[src/rtl/id_hazard_ctrl_pkg.sv]
// Shared decode-stage types for the hazard controller: register address,
// producer latency class and the mul/div ownership states.
package cpu_defs;
  typedef logic [4:0] RegAddr_t;

  localparam int MAX_LAT = 3;
  localparam int CNT_W   = $clog2(MAX_LAT + 1);

  typedef logic [CNT_W-1:0] LatClass_t;

  typedef enum logic [0:0] {
    MD_IDLE = 1'b0,
    MD_BUSY = 1'b1
  } MuldivState_t;

  localparam LatClass_t LAT_ALU  = CNT_W'(0);
  localparam LatClass_t LAT_LOAD = CNT_W'(1);
endpackage

[src/rtl/id_hazard_ctrl_if.sv]
// Decode <-> interlock bundle: decode drives the instruction fields and flush,
// the controller answers with stall/issue and HI/LO ownership.
interface id_hazard_ctrl_if;
  import cpu_defs::*;

  logic      id_valid;
  RegAddr_t  id_raddr1;
  RegAddr_t  id_raddr2;
  logic      id_we;
  RegAddr_t  id_waddr;
  LatClass_t id_lat;
  logic      id_muldiv;
  logic      id_hilo_use;
  logic      flush;
  logic      id_stall;
  logic      id_issue;
  logic      muldiv_busy;

  modport master (
    output id_valid, id_raddr1, id_raddr2, id_we, id_waddr, id_lat,
           id_muldiv, id_hilo_use, flush,
    input  id_stall, id_issue, muldiv_busy
  );

  modport slave (
    input  id_valid, id_raddr1, id_raddr2, id_we, id_waddr, id_lat,
           id_muldiv, id_hilo_use, flush,
    output id_stall, id_issue, muldiv_busy
  );
endinterface

[src/rtl/id_hazard_ctrl_sb_entry.sv]
// One scoreboard slot: cycles remaining before a consumer of this register
// may issue. Clear beats load, load beats the per-cycle decrement.
module sb_entry
  import cpu_defs::*;
(
  input  logic      clk,
  input  logic      rst_n,
  input  logic      clr,
  input  logic      load,
  input  LatClass_t load_val,
  output LatClass_t cnt
);

  // Countdown register with flush clear and issue-time load
  always_ff @(posedge clk or negedge rst_n) begin
    if (!rst_n) begin
      cnt <= {CNT_W{1'b0}};
    end else if (clr) begin
      cnt <= {CNT_W{1'b0}};
    end else if (load) begin
      cnt <= load_val;
    end else if (cnt != {CNT_W{1'b0}}) begin
      cnt <= cnt - CNT_W'(1);
    end
  end

endmodule

[src/rtl/id_hazard_ctrl.sv]
// Decode interlock: 31-entry register scoreboard plus HI/LO ownership FSM.
// Define ID_HAZARD_PERF_EN to add the stall_cycles / hilo_stall_cycles counters.
module id_hazard_ctrl
  import cpu_defs::*;
#(
  parameter int MULDIV_LAT = 32
) (
  input  logic             clk,
  input  logic             rst_n,
  id_hazard_ctrl_if.slave  bus
`ifdef ID_HAZARD_PERF_EN
  ,
  output logic [31:0]      stall_cycles,
  output logic [31:0]      hilo_stall_cycles
`endif
);

  localparam int MD_W = $clog2(MULDIV_LAT);
  localparam logic [0:0] ST_IDLE = MD_IDLE;
  localparam logic [0:0] ST_BUSY = MD_BUSY;

  LatClass_t        cnt_s [32];
  logic [0:0]       md_state_r;
  logic [0:0]       md_state_s;
  logic [MD_W-1:0]  md_cnt_r;
  logic [MD_W-1:0]  md_cnt_s;
  logic             haz1_s;
  logic             haz2_s;
  logic             hilo_haz_s;
  logic             stall_s;
  logic             issue_s;
  logic             track_s;

  // $0 is hardwired, so its slot never holds a pending write
  assign cnt_s[0] = {CNT_W{1'b0}};

  for (genvar r = 1; r < 32; r++) begin : g_sb
    sb_entry u_entry (
      .clk      (clk),
      .rst_n    (rst_n),
      .clr      (bus.flush),
      .load     (track_s && (bus.id_waddr == RegAddr_t'(r))),
      .load_val (bus.id_lat),
      .cnt      (cnt_s[r])
    );
  end

  // Interlock decision from registered state; sources read the pre-load counts
  always_comb begin
    haz1_s     = (bus.id_raddr1 != 5'd0) && (cnt_s[bus.id_raddr1] != {CNT_W{1'b0}});
    haz2_s     = (bus.id_raddr2 != 5'd0) && (cnt_s[bus.id_raddr2] != {CNT_W{1'b0}});
    hilo_haz_s = (bus.id_hilo_use || bus.id_muldiv) && (md_state_r == ST_BUSY);
    stall_s    = bus.id_valid && (haz1_s || haz2_s || hilo_haz_s);
    issue_s    = bus.id_valid && !stall_s && !bus.flush;
    track_s    = issue_s && bus.id_we && (bus.id_waddr != 5'd0);
  end

  assign bus.id_stall    = stall_s;
  assign bus.id_issue    = issue_s;
  assign bus.muldiv_busy = (md_state_r == ST_BUSY);

  // Mul/div ownership next state; flush deliberately has no effect here
  always_comb begin
    md_state_s = md_state_r;
    md_cnt_s   = md_cnt_r;
    case (md_state_r)
      ST_IDLE: begin
        if (issue_s && bus.id_muldiv) begin
          md_state_s = ST_BUSY;
          md_cnt_s   = MD_W'(MULDIV_LAT - 1);
        end else begin
          md_state_s = ST_IDLE;
        end
      end
      ST_BUSY: begin
        if (md_cnt_r == {MD_W{1'b0}}) begin
          md_state_s = ST_IDLE;
        end else begin
          md_cnt_s = md_cnt_r - MD_W'(1);
        end
      end
      default: begin
        md_state_s = ST_IDLE;
        md_cnt_s   = {MD_W{1'b0}};
      end
    endcase
  end

  // Mul/div ownership state register
  always_ff @(posedge clk or negedge rst_n) begin
    if (!rst_n) begin
      md_state_r <= ST_IDLE;
      md_cnt_r   <= {MD_W{1'b0}};
    end else begin
      md_state_r <= md_state_s;
      md_cnt_r   <= md_cnt_s;
    end
  end

`ifdef ID_HAZARD_PERF_EN
  // Free-running (wrapping) stall statistics
  always_ff @(posedge clk or negedge rst_n) begin
    if (!rst_n) begin
      stall_cycles      <= 32'd0;
      hilo_stall_cycles <= 32'd0;
    end else begin
      if (stall_s) begin
        stall_cycles <= stall_cycles + 32'd1;
      end
      if (bus.id_valid && hilo_haz_s) begin
        hilo_stall_cycles <= hilo_stall_cycles + 32'd1;
      end
    end
  end
`endif

endmodule

[src/flat_wrapper.sv]
// flat-port wrapper written by rule: the top's interface ports become plain ports
module id_hazard_ctrl_flat import cpu_defs::*;
#(
  parameter int MULDIV_LAT = 32
)
  (clk, rst_n, bus_id_valid, bus_id_raddr1, bus_id_raddr2, bus_id_we, bus_id_waddr, bus_id_lat, bus_id_muldiv, bus_id_hilo_use, bus_flush, bus_id_stall, bus_id_issue, bus_muldiv_busy);
  id_hazard_ctrl_if bus_i ();
  input  logic clk;
  input  logic rst_n;
  input wire logic [$bits(bus_i.id_valid)-1:0] bus_id_valid;
  input wire logic [$bits(bus_i.id_raddr1)-1:0] bus_id_raddr1;
  input wire logic [$bits(bus_i.id_raddr2)-1:0] bus_id_raddr2;
  input wire logic [$bits(bus_i.id_we)-1:0] bus_id_we;
  input wire logic [$bits(bus_i.id_waddr)-1:0] bus_id_waddr;
  input wire logic [$bits(bus_i.id_lat)-1:0] bus_id_lat;
  input wire logic [$bits(bus_i.id_muldiv)-1:0] bus_id_muldiv;
  input wire logic [$bits(bus_i.id_hilo_use)-1:0] bus_id_hilo_use;
  input wire logic [$bits(bus_i.flush)-1:0] bus_flush;
  output wire logic [$bits(bus_i.id_stall)-1:0] bus_id_stall;
  output wire logic [$bits(bus_i.id_issue)-1:0] bus_id_issue;
  output wire logic [$bits(bus_i.muldiv_busy)-1:0] bus_muldiv_busy;
  assign bus_i.id_valid = bus_id_valid;
  assign bus_i.id_raddr1 = bus_id_raddr1;
  assign bus_i.id_raddr2 = bus_id_raddr2;
  assign bus_i.id_we = bus_id_we;
  assign bus_i.id_waddr = bus_id_waddr;
  assign bus_i.id_lat = bus_id_lat;
  assign bus_i.id_muldiv = bus_id_muldiv;
  assign bus_i.id_hilo_use = bus_id_hilo_use;
  assign bus_i.flush = bus_flush;
  assign bus_id_stall = bus_i.id_stall;
  assign bus_id_issue = bus_i.id_issue;
  assign bus_muldiv_busy = bus_i.muldiv_busy;
  id_hazard_ctrl #(.MULDIV_LAT(MULDIV_LAT)) u_core (.clk(clk), .rst_n(rst_n), .bus(bus_i));
endmodule
[config.mk]
export PLATFORM = sky130hd
export DESIGN_NAME = id_hazard_ctrl_flat
export DESIGN_NICKNAME = d
export VERILOG_FILES = /design/src/rtl/id_hazard_ctrl_pkg.sv /design/src/rtl/id_hazard_ctrl_if.sv /design/src/rtl/id_hazard_ctrl_sb_entry.sv /design/src/rtl/id_hazard_ctrl.sv /design/src/flat_wrapper.sv
export SDC_FILE = /design/constraint.sdc
export NUM_CORES = 1
export LEC_CHECK = 0
export ABC_CLOCK_PERIOD_IN_PS = 4700
export BUFFER_PORTS_ARGS = -buffer_cell sky130_fd_sc_hd__buf_2
export CORE_MARGIN = 2
export CORE_UTILIZATION = 45
export DETAILED_ROUTE_END_ITERATION = 6
export GPL_TIMING_DRIVEN = 0
export PLACE_DENSITY = 0.71
export SYNTH_ARGS = -nofsm -noshare
export SYNTH_HDL_FRONTEND = slang
export SYNTH_SLANG_ARGS = --single-unit
[constraint.sdc]
create_clock -name clk -period 4.7 [get_ports clk]
set_input_delay 0.705 -clock clk [delete_from_list [all_inputs] [get_ports clk]]
set_output_delay 0.705 -clock clk [all_outputs]
set_load 0.01 [all_outputs]
# Word level (Yosys, flattened, before mapping)
# Cells that the tools add are included.
dict set report op_classes {
  n_addsub 32
  order_cmp 2
  n_eq_ne 33
  n_mux 105
  bitwise_logic 3
  reduce_logical 114
}
# op n
set ops {}
lappend ops {{2-to-1 mux 2 bit} 97}
lappend ops {{nonzero test 3 bit} 31}
lappend ops {{equality test 5 bit (second input constant)} 16}
lappend ops {{nonzero test 2 bit} 33}
lappend ops {{subtractor 2 x 1 -> 2 bit (second input constant)} 31}
lappend ops {{equality test 5 x 4 -> 1 bit (second input constant)} 8}
lappend ops {{logical AND 1 bit} 40}
lappend ops {{binary-select mux 2 bit (select 5 bit)} 2}
lappend ops {{equality test 5 x 3 -> 1 bit (second input constant)} 4}
lappend ops {{nonzero test 5 bit} 3}
lappend ops {{greater-or-equal comparator 6 bit (second input constant)} 2}
lappend ops {{NOT 5 -> 6 bit} 2}
lappend ops {{equality test 5 x 2 -> 1 bit (second input constant)} 2}
lappend ops {{2-to-1 mux 5 bit} 2}
lappend ops {{case mux 5 bit (2 select lines)} 1}
lappend ops {{equality test 5 x 1 -> 1 bit (second input constant)} 1}
lappend ops {{logical NOT 5 bit} 1}
lappend ops {{subtractor 5 x 1 -> 5 bit (second input constant)} 1}
lappend ops {{logical OR 1 bit} 3}
lappend ops {{logical NOT 1 bit} 2}
lappend ops {{2-to-1 mux 1 bit} 2}
lappend ops {{inequality test 2 x 1 -> 1 bit (second input constant)} 1}
lappend ops {{inequality test 2 bit (second input constant)} 1}
lappend ops {{case mux 1 bit (2 select lines)} 1}
lappend ops {{2 further kinds} 2}
dict set report word_totals {
  reg_bits 68
  input_bits 24
}

# Longest topological paths before layout
dict set report logic_depth {
  word_depth 17
  depth_mapped 10
  depth_no_buf 8
}

# Hierarchy
# Synthesis repeated with hierarchy kept, for this count alone.
dict set report unflattened {
  hier_cells 607
  hier_area_um2 5351.4
}
# module n_inst cells_per_inst area_per_inst_um2
set modules_own_cells {}
lappend modules_own_cells {sb_entry 31 13 128.9}
lappend modules_own_cells {id_hazard_ctrl 1 204 1356.3}

# Worst setup path after synthesis
# OpenSTA, ideal clock, no wires.
dict set report synth_path {
  path_kind {in2out}
  from {input bus_id_raddr2[0]}
  to {output bus_id_issue}
  t_arrival_ns 2.608
  t_required_ns 3.995
  setup_slack_ns 1.387
  path_stages 9
  n_path_buf 3
  path_cell_list {buf_2 clkinv_2 mux4_2 mux2i_1 o211a_1 nor4_4 buf_2 buf_4 and3b_1}
}
dict set report synth_between {
  elab_chain_len 12
}
# item line_no
set synth_rtl {}
lappend synth_rtl {{start: declaration} flat_wrapper.sv:12} ;# input wire logic [$bits(bus_i.id_raddr2)-1:0] bus_id_raddr2;
lappend synth_rtl {{NOT 5 -> 6 bit (not written as such)} id_hazard_ctrl.sv:51} ;# haz2_s = (bus.id_raddr2 != 5'd0) && (cnt_s[bus.id_raddr2] != {CNT_W{1'b0}});
lappend synth_rtl {{binary-select mux 2 bit (select 5 bit)} id_hazard_ctrl.sv:51}
lappend synth_rtl {{2-to-1 mux 2 bit (not written as such) (2 in a row)} id_hazard_ctrl.sv:51}
lappend synth_rtl {{nonzero test 2 bit} id_hazard_ctrl.sv:51}
lappend synth_rtl {{logical AND 1 bit (*)} id_hazard_ctrl.sv:51}
lappend synth_rtl {{logical OR 1 bit (*) (2 in a row)} id_hazard_ctrl.sv:53} ;# stall_s = bus.id_valid && (haz1_s || haz2_s || hilo_haz_s);
lappend synth_rtl {{logical AND 1 bit (*)} id_hazard_ctrl.sv:53}
lappend synth_rtl {{logical NOT 1 bit (*)} id_hazard_ctrl.sv:54} ;# issue_s = bus.id_valid && !stall_s && !bus.flush;
lappend synth_rtl {{logical AND 1 bit (*) (2 in a row)} id_hazard_ctrl.sv:54}
lappend synth_rtl {{end: declaration} flat_wrapper.sv:20} ;# output wire logic [$bits(bus_i.id_issue)-1:0] bus_id_issue;
# Mark *: on every way between the ends. The rest lies on a longest branch, timed or not. The select of a mux whose other input is x is not followed.

# Worst setup path after layout
# Ends and elaborated chain as after synthesis.

==> metrics.cfg <==
[detailed_routing]
post-route-drc-count=0
wl_um=13660
antenna_left=0
drtIter0Drc=338
num_vias=4338
avgViaCountPerCell=5.761
post_drt_wl_per_cell_um=18.14
drt_pass1_iterations=5

[timing]
setup_viol=0
tns_ns=0
maxSlewHeadroom_pct=39.40
finClkSkew_ns=0.009689
tightest_slew_ns=0.9090
fin_crit_sh_pct=84.68
fmax_mhz=251.3
hold_violations=0
slew_violations=0
period_minus_slack_ns=3.980
grt_setup_unrepaired=false

[synth]
netlist.area_leader.share_pct=32.72
yosys_warnings=0
synth_edf_count=0
ys_seq_area_share_pct=32.72
syn-instance-count=569
avgSynthCellArea_um2=9.141
synth_area_um2=5201
ys_async_sr_fraction_pct=100.0
yosys.cell_types.count=46
synthTopCellsByArea=dfrtp_1 (33%), mux2i_1 (12%), ha_1 (7.9%)
syn-num-nets=626
ys_ff_latch=68
synth_flop_cell=dfrtp_1
yosys.area.top_type=dfrtp_1

[global_routing]
use_met2_pct=37.56
grt_overflow_total=0
grt-busiest-layer=met2
grt_use_total_pct=22.75
grt_antenna_before_repair=0
grt_pass1_wl_um=22280
grtUsageMet1_pct=29.12
grt_util_met3_pct=3.811
grt_max_degree=69
first_global_vias=4476

[critical_path]
worstReg2RegEnd=u_core.g_sb[5].u_entry.cnt[1]
r2r_slack_ns=1.79
worst-setup-path-type=input pin to output pin
worstSetupEndpointType=output pin
r2r_start=u_core.g_sb[23].u_entry.cnt[0]
start_kind=input pin
critical_path_required_ns=3.99
critPathArrivalTime_ns=3.27
path_max_fanout=10
r2r_cells=9

[clocking]
clk_latency_ns=0.34
cts_setup_buffers=0
numCtsBuffers=9
cts_tree=built
cts.sinks=68
cts_root_buf=clkbuf_16
cts_resized=0
ctsHoldBuffers=0
clk_pin_slew_ns=0.06
clock_path_buffers=2
htreeDepth=3

[floorplan]
die_h_um=111.5
die_w_um=111.5
rows=39
pin_count=27
initial_core_util_pct=45.75
core_region_area_um2=11370
dieArea_um2=12430

[power_and_ir_drop]
leakage_nw=2.746
vdd_drop_max_mv=0.2862
p_per_area_nw_per_um2=597.1
p_total_mw=3.467

[job]
maxCapViolCount=0

[layout]
final_cell_mix=inv_1 (69), dfrtp_1 (68), nand2b_1 (66), mux2i_1 (63), nand2_1 (43)
layout_commonest_cell=inv_1
n_fill_cell=1054
nets=661
stdcell_area_um2=5806
finalNonFillerCells=753
syn_to_final_growth_pct=11.62
drive_gt1_share_pct=10.18

[placed_design]
dpl_cell_area_um2=5503
dp_hpwl_um=10120
place_inst=736
routabilityCongestion=0.9417
port_buffers=24

[status]
status=finished, final reports clean

[worst_hold_path]
min_path_type=input pin to asynchronous set/reset pin

-- worst max path at each step --
stage                           startpoint           end  cells past startpoint
after floorplan           bus_id_raddr2[0]  bus_id_issue                      9
after global placement    bus_id_raddr2[0]  bus_id_issue                     10
after detailed placement  bus_id_raddr2[0]  bus_id_issue                     10
after CTS                 bus_id_raddr2[0]  bus_id_issue                     10
after global routing      bus_id_raddr2[0]  bus_id_issue                     10
final                     bus_id_raddr2[0]  bus_id_issue                     10
-- registers in the layout (all words and copies together), names as in the netlist --
signal                   flops
u_core.g_sb.u_entry.cnt     62
u_core.bus.muldiv_busy       1
u_core.md_cnt_r              5
-- cell families (layout without fill, tap and decap cells) --
| logic type | after synthesis | in the layout | share of synthesized area (%) |
|---|---|---|---|
| other | 0 | 1 | 0 |
| DFF | 68 | 68 | 32.72 |
| AOI/OAI and AO/OA | 58 | 58 | 7.096 |
| adders and majority gates | 33 | 33 | 7.938 |
| muxes | 73 | 73 | 16.45 |
| buffers and inverters | 98 | 138 | 7.337 |
| and+or+nand+nor | 205 | 205 | 22.73 |
| xor gates and xnor gates | 34 | 34 | 5.725 |
-- report_power, final --
group	internal [mW]	total [mW]	switching (mW)	leakage, nW
clock	0.414	0.698	0.284	0.138
combinational	0.808	1.72	0.910	1.72
sequential	0.829	1.05	0.222	0.890
-- per-stage QoR --
| step | utilization (%) | hold slack, ns | setup slack (ns) |
|---|---|---|---|
| 2_1_floorplan | - | 0.4094 | 1.387 |
| 3_3_place_gp | 48.38 | 0.5387 | 0.7648 |
| 3_5_place_dp | 48.40 | 0.5417 | 0.7569 |
| 4_1_cts | 51.04 | 0.5377 | 0.7386 |
| 5_1_grt | 51.04 | 0.5713 | 0.5878 |
| 6_report | 51.06 | 0.4996 | 0.7201 |
-- Yosys cell counts, types with 3 or more instances --
| cell type | n |
|---|---|
| nand4b_1 | 17 |
| mux4_2 | 10 |
| buf_2 | 4 |
| mux2i_1 | 63 |
| nand2b_1 | 66 |
| nand4_1 | 7 |
| a31oi_1 | 3 |
| o21ai_0 | 33 |
| nor3_1 | 9 |
| or3_1 | 3 |
| xnor2_1 | 32 |
| nor4_1 | 4 |
| dfrtp_1 | 68 |
| clkbuf_1 | 20 |
| nor2_1 | 35 |
| nand4bb_1 | 6 |
| o211ai_1 | 3 |
| inv_1 | 69 |
| a21oi_1 | 3 |
| nand2_1 | 43 |
| ha_1 | 33 |
-- final cells by class --
type                    instances  area (um2)  share of cell area, %
diodes                          1       2.502                0.04310
plain buffers                  26       110.1                  1.897
clock buffers                   9       225.2                  3.879
clock inverters                 7       75.07                  1.293
inverters                      72       271.5                  4.677
multi-input cells             403        3118                  53.71
flip-flops and latches         68        1702                  29.31
well taps                     143       178.9                  3.082
repair buffers                 24       122.6                  2.112
-- routing by layer --
layer / vias to the layer above / part of all wire (%)
li1: 2019 / -
met1: 2131 / 42
met2: 157 / 48
met3: 31 / 6.0
met4: 0 / 3.4
met5: - / 0
-- critical path: stages --
cell and delay (ns):
buf_2 0.24, clkinv_2 0.23, mux4_2 0.39, mux2i_1 0.11, o211a_1 0.27, nor4_4 0.50, buf_2 0.32, buf_4 0.22
and3b_1 0.17, buf_2 0.12
Note: power is estimated with default switching activity, not from simulation.
